[src/rtl/bcpu_flags_bank.sv]
// ---------------------------------------------------------------------------
// bcpu_flags_bank
//
// Per-thread {V,S,Z,C} condition flag storage for the BCPU16 barrel pipeline.
// The ALU writeback stage updates one thread's flags per cycle under a bit
// mask. The read port hands one thread's flags per cycle, registered, to the
// branch condition evaluator. A write that lands in the same cycle as a read
// of the same thread is forwarded into the read result, so the evaluator
// never sees stale flags.
//
// Parameters
//   THREAD_BITS  log2 of the hardware thread count
//   RESET_FLAGS  value of every thread's flags and of flags_out after reset
//
// Ports
//   clk         clock, all state changes on the rising edge
//   reset       asynchronous reset, active-high
//   ce          pipeline advance; 0 freezes every register in the block
//   rd_valid    read request valid this cycle
//   rd_thread   thread whose flags are read
//   wr_en       flags writeback enable
//   wr_thread   thread whose flags are written
//   wr_mask     per-bit update mask {V,S,Z,C}; 1 = take the wr_flags bit
//   wr_flags    new flag values {V,S,Z,C}
//   flags_out   registered flags of thread_out, {V,S,Z,C}
//   thread_out  thread id matching flags_out
//   valid_out   flags_out/thread_out carry a valid read result
// ---------------------------------------------------------------------------
module bcpu_flags_bank #(
  parameter int         THREAD_BITS = 2,
  parameter logic [3:0] RESET_FLAGS = 4'b0000
) (
  input  logic                   clk,
  input  logic                   reset,
  input  logic                   ce,
  input  logic                   rd_valid,
  input  logic [THREAD_BITS-1:0] rd_thread,
  input  logic                   wr_en,
  input  logic [THREAD_BITS-1:0] wr_thread,
  input  logic [3:0]             wr_mask,
  input  logic [3:0]             wr_flags,
  output logic [3:0]             flags_out,
  output logic [THREAD_BITS-1:0] thread_out,
  output logic                   valid_out
);

  localparam int THREADS = 1 << THREAD_BITS;

  // One 4-bit flag register per hardware thread.
  logic [3:0] bank [THREADS];

  logic [3:0] merged;
  logic       bypass;
  logic [3:0] rd_data;

  // Masked merge of the incoming writeback into the target thread's current
  // flags. A zero mask reproduces the stored value, so it is a harmless no-op.
  assign merged = (bank[wr_thread] & ~wr_mask) | (wr_flags & wr_mask);

  // Write-through: when the thread being read is also being written this
  // cycle, the reader gets the post-write value rather than the stale entry.
  assign bypass  = wr_en && (wr_thread == rd_thread);
  assign rd_data = bypass ? merged : bank[rd_thread];

  // Flag storage. A stall (ce=0) drops the write; the writer is expected to
  // hold its request until the pipeline advances.
  always_ff @(posedge clk or posedge reset) begin
    if (reset) begin
      for (int i = 0; i < THREADS; i++) begin
        bank[i] <= RESET_FLAGS;
      end
    end else if (ce && wr_en) begin
      bank[wr_thread] <= merged;
    end
  end

  // Registered read port. Data and thread id only move on a valid read, so an
  // idle cycle keeps the last result visible while valid_out drops.
  always_ff @(posedge clk or posedge reset) begin
    if (reset) begin
      flags_out  <= RESET_FLAGS;
      thread_out <= '0;
      valid_out  <= 1'b0;
    end else if (ce) begin
      valid_out <= rd_valid;
      if (rd_valid) begin
        flags_out  <= rd_data;
        thread_out <= rd_thread;
      end
    end
  end

endmodule

[config.mk]
export PLATFORM = sky130hd
export DESIGN_NAME = bcpu_flags_bank
export DESIGN_NICKNAME = d
export VERILOG_FILES = /design/src/rtl/bcpu_flags_bank.sv
export SDC_FILE = /design/constraint.sdc
export NUM_CORES = 1
export LEC_CHECK = 0
export BUFFER_PORTS_ARGS = -buffer_cell sky130_fd_sc_hd__buf_2
export CAP_MARGIN = 40
export CELL_PAD_IN_SITES_DETAIL_PLACEMENT = 1
export CELL_PAD_IN_SITES_GLOBAL_PLACEMENT = 1
export CORE_ASPECT_RATIO = 1.25
export CORE_UTILIZATION = 30
export CTS_CLUSTER_DIAMETER = 200
export DETAILED_ROUTE_END_ITERATION = 10
export PLACE_DENSITY_LB_ADDON = 0.12
export RECOVER_POWER = 50
export SETUP_SLACK_MARGIN = 0.02
export SLEW_MARGIN = 10
export SYNTH_ARGS = -nofsm -noshare
export SYNTH_HDL_FRONTEND = slang
export SYNTH_SLANG_ARGS = --single-unit
[constraint.sdc]
create_clock -name clk -period 1.27 [get_ports clk]
set_input_delay 0.254 -clock clk [delete_from_list [all_inputs] [get_ports clk]]
set_output_delay 0.254 -clock clk [all_outputs]
set_load 0.02 [all_outputs]
Word level (Yosys, flattened, before mapping)
Cells that the tools add are included.

Add/subtract/negate cells: 0. $mul: 0. Divide/modulo/power cells: 0. Order comparisons: 3. Eq/ne operators: 1. Shifts and indexed selects: 0. Muxes and demuxes: 10. Bitwise logic cells: 6. Reduce and logical (&&, ||, !) cells: 4.

Operators with widths (number): two-way mux 4 bit (6); binary-select mux 4 bit (select 2 bit) (2); bitwise mux 16 bit (1); bitwise AND 4 bit (2); demux 4 bit (select 2 bit) (1); >= comparator 3 bit (second input constant) (2); NOT 2 -> 3 bit (2); NOT 4 bit (1); OR 4 bit (1); logical AND 1 bit (3); less-than comparator 3 x 1 -> 1 bit (second input constant) (1); equality test 2 bit (1); AND reduction 2 bit (1).

Flip-flop bits (word level): 23. Latch bits: 0. Bits in writable memories: 0. ROM bits: 0. Input port bits: 17. Output and inout bits: 7. Word-level logic and storage cells: 31. Memories: 0.

Depth between registers and ports, before layout
Depth after elaboration: 7. Gate-level depth with buffers: 6. Depth with buffers taken out: 4.

Worst setup path before layout
No wires, ideal clock.

Path kind: input-to-reg. Start point: in wr_thread[1]. End point: reg flags_out[1]. Setup time: 77 ps. Data arrival time: 1223 ps. Required time: 1193 ps. Setup slack: -30 ps. Stages on the path: 6. Buffers on the path: 2. Cells stage by stage: buf_6 buf_12 mux2i_1 a22o_1 or3b_1 a21oi_1.

Longest elaborated chain between the ends: 7. Elaborated cells on any way between the ends: 9. Those cells by class: eq/ne (1); mux (4); bitwise (3); reduce/logical (1).

RTL lines: start: declaration (line 39) `input logic [THREAD_BITS-1:0] wr_thread,`; NOT 2 -> 3 bit (not written as such) (line 58) `assign merged = (bank[wr_thread] & ~wr_mask) | (wr_flags & wr_mask);`; binary-select mux 4 bit (select 2 bit) (line 58); two-way mux 4 bit (not written as such) (2 in a row) (line 58); bitwise AND 4 bit (line 58); OR 4 bit (line 58); two-way mux 4 bit (*) (line 63) `assign rd_data = bypass ? merged : bank[rd_thread];`; end signal: assignment (line 87) `flags_out <= rd_data;`; end: declaration (line 42) `output logic [3:0] flags_out,`.

Mark *: on every way between the ends. The rest lies on a longest branch, timed or not. The select of a mux whose other input is x is not followed. A chain may end at the register's enable or synchronous reset.

Final worst setup path
Start point: reg bank[5] in the netlist's numbering. End point: reg flags_out[1].

Longest elaborated chain between the ends: 6. Elaborated cells on any way between the ends: 9. Those cells by class: mux (7); bitwise (2).

RTL lines: start: declaration (line 50) `logic [3:0] bank [THREADS];`; start signal: indexed assignment (line 73) `bank[wr_thread] <= merged;`; binary-select mux 4 bit (select 2 bit) (line 58); two-way mux 4 bit (not written as such) (2 in a row) (line 58); bitwise AND 4 bit (line 58); OR 4 bit (line 58); two-way mux 4 bit (*) (line 63).

Marked as above.

==> impl_metrics.json <==
{
  "leakagePower_nw": 0.7487,
  "vias_per_cell": 4.888,
  "crit_required_ns": 1.46,
  "arrival_ns": 1.45,
  "post-route-util": 0.3942,
  "worst_pin_slew_ns": 0.6260,
  "firstDrtPassIters": 2,
  "async_flop_share": 1.000,
  "synth.area.top_cells": "dfrtp_1 (45%), mux2i_1 (8.7%), mux4_2 (7.1%)",
  "fillers": 478,
  "area_growth_syn_to_layout_pct": 26.08,
  "ys_seq_area_frac": 0.4528,
  "initial_core_util": 0.3126,
  "cts_max_path_buffers": 2,
  "cts.clk_slew.worst_paths_ns": 0.09,
  "die_h_um": 74.78,
  "synthesis.nets": 139,
  "synth_flop_cell": "dfrtp_1",
  "fin_nets": 177,
  "critPathTopFamily": "flip-flops",
  "cts.sinks": 23,
  "ant_nets": 0,
  "final_area_sq_mm": 0.001603,
  "grt_pass1_wl_mm": 5.637,
  "power_density_mw_per_mm2": 1343,
  "top_layer": "met4",
  "die_w_um": 60.23,
  "grt_use_total": 0.1748,
  "coreArea_sq_mm": 0.004066,
  "dieArea_sq_mm": 0.004504,
  "rows": 26,
  "path_cells": "mux2i_1 > a22o_1 > or3b_1 > a21oi_1",
  "place_inst": 209,
  "critPathLaunchType": "flop",
  "synth.largest_area_cell": "dfrtp_1",
  "hold_viol": 0,
  "setup_viol": 0,
  "ioPinCount": 24,
  "num_antenna_cells": 0,
  "drive_gt1_frac": 0.3648,
  "synth.most_common_cell": "dfrtp_1",
  "max_freq_ghz": 0.7986,
  "final_cells": 215,
  "syn_area_sq_mm": 0.001271,
  "clockRootBuffer": "clkbuf_8",
  "skew_ns": 0.002743,
  "cts_tree": "built",
  "ir_drop_v": 0.0004947,
  "slew_headroom": 0.5827,
  "drtIter0Drc": 16,
  "ys_types": 27,
  "status": "finished, final reports clean",
  "wire_per_inst_um": 15.91,
  "drc": 0,
  "slowest_stage": "dfrtp_1",
  "seq_area_sq_um": 575.6,
  "ys_ff_latch": 23,
  "grt_max_degree": 24,
  "max_cap_violations": 0,
  "syn_area_per_cell_sq_um": 10.42,
  "slowest_delay_ns": 0.38,
  "finalCritPeriodShare": 0.9859,
  "insertion_delay_ns": 0.26,
  "place_congestion": 0.7376,
  "antenna_found_initial": 0,
  "port_buffers": 23,
  "critPathBufInv": 0,
  "vias": 1051,
  "grt_pass1_vias": 1105,
  "hold_buffers": 0,
  "met1_length_mm": 1.523,
  "cp_max_fo": 3,
  "wl_met2_mm": 1.742,
  "fin_crit_ns": 1.252,
  "placed_area_sq_mm": 0.001508,
  "synthCells": 122,
  "end_kind": "flop",
  "ys_warn_count": 0,
  "synth_edf_count": 0,
  "rsz0062_at_grt": "true",
  "wl_mm": 3.421,
  "htreeDepth": 1,
  "wl_met3_um": 121,
  "drv_slew": 0,
  "synthTopCellsByCount": "dfrtp_1 (23), nand2_1 (16), o21ai_0 (13)",
  "power_w": 0.002152,
  "place.detailed.hpwl_mm": 2.545,
  "hp-class": "input port to async pin",
  "synth_top_area_share": 0.4528,
  "multi_input_area_sq_um": 659.4,
  "path_class": "flop to flop",
  "gr-total-overflow": 0,
  "cts_buffers": 3
}
==> per-stage QoR <==
stage	hold WS [ns]	TNS [ns]	worst slack, ns
6_report	0.1295	0	0.01786
3_5_place_dp	0.3209	-2.522	-0.2585
4_1_cts	0.02496	0	0.003542
5_1_grt	0.1846	-0.2105	-0.09020
2_1_floorplan	0.2559	-0.1816	-0.02992
3_3_place_gp	0.3138	-1.146	-0.1569
==> kinds of logic (layout without fill, tap and decap cells) <==
family,Yosys count,count (layout),share of synthesized area
xor gates and xnor gates,2,2,0.01969
AOI/OAI and AO/OA,29,29,0.1289
muxes,17,17,0.1752
buffers and inverters,11,48,0.05413
and+or+nand+nor,40,40,0.1693
DFF,23,23,0.4528
==> sequential cells by signal (all words and copies together) (netlist names) <==
register	count
thread_out	2
flags_out	4
valid_out	1
bank	16
==> final timing paths <==
path                                          start                       end  slack [ns]  cells past startpoint
setup / recovery                bank[5]$_DFFE_PP0P_  flags_out[1]$_DFFE_PP0P_        0.02                      4
min in group clk                           rd_valid  flags_out[0]$_DFFE_PP0P_        0.30                      3
setup reg to reg                bank[5]$_DFFE_PP0P_  flags_out[1]$_DFFE_PP0P_        0.02                      4
hold reg to reg            flags_out[2]$_DFFE_PP0P_  flags_out[2]$_DFFE_PP0P_        0.49                      2
max in group asynchronous                     reset       bank[7]$_DFFE_PP0P_        0.73                      3
hold / removal                                reset      bank[14]$_DFFE_PP0P_        0.13                      3
==> worst reg2reg max path: stages, from the launching register on <==
cell and delay [ns]:
dfrtp_1 0.38, mux2i_1 0.10, a22o_1 0.23, or3b_1 0.35, a21oi_1 0.12
==> layer usage <==
metal / track usage / up-vias
met5: 0 / -
met4: 0.04651 / 0
met3: 0.02062 / 5
met2: 0.3040 / 23
met1: 0.2270 / 514
li1: - / 509
==> timing repair <==
item	CTS	global route
buffers inserted	1	1
resized for setup	1	13
endpoints found under the hold margin	0	0
setup endpoints to repair	4	14
pin swaps	5	2
gates cloned	0	0
==> cell usage in the layout (no fill, tap or decap), drive strengths merged, types with 4 or more instances in the layout <==
cell,count
nor2,4
dfrtp,23
mux2i,11
nand2b,7
o21ai,13
clkbuf,4
mux4,4
inv,6
nand2,16
a21oi,9
buf,37
==> report_power, final <==
group	switching [W]	total [W]	internal (W)
Combinational	0.000344	0.000673	0.000329
Clock	0.000244	0.000463	0.000219
Sequential	0.000114	0.00102	0.000903
Total	0.000701	0.00215	0.00145
==> cell type report <==
type                    instances  area share
clock buffers                   3     0.02576
inverters                       6     0.01405
clock inverters                 1    0.003123
flip-flops and latches         23      0.3591
well taps                      56     0.04372
repair buffers                 38      0.1429
multi-input cells              88      0.4114
Note: power is estimated with default switching activity, not from simulation.
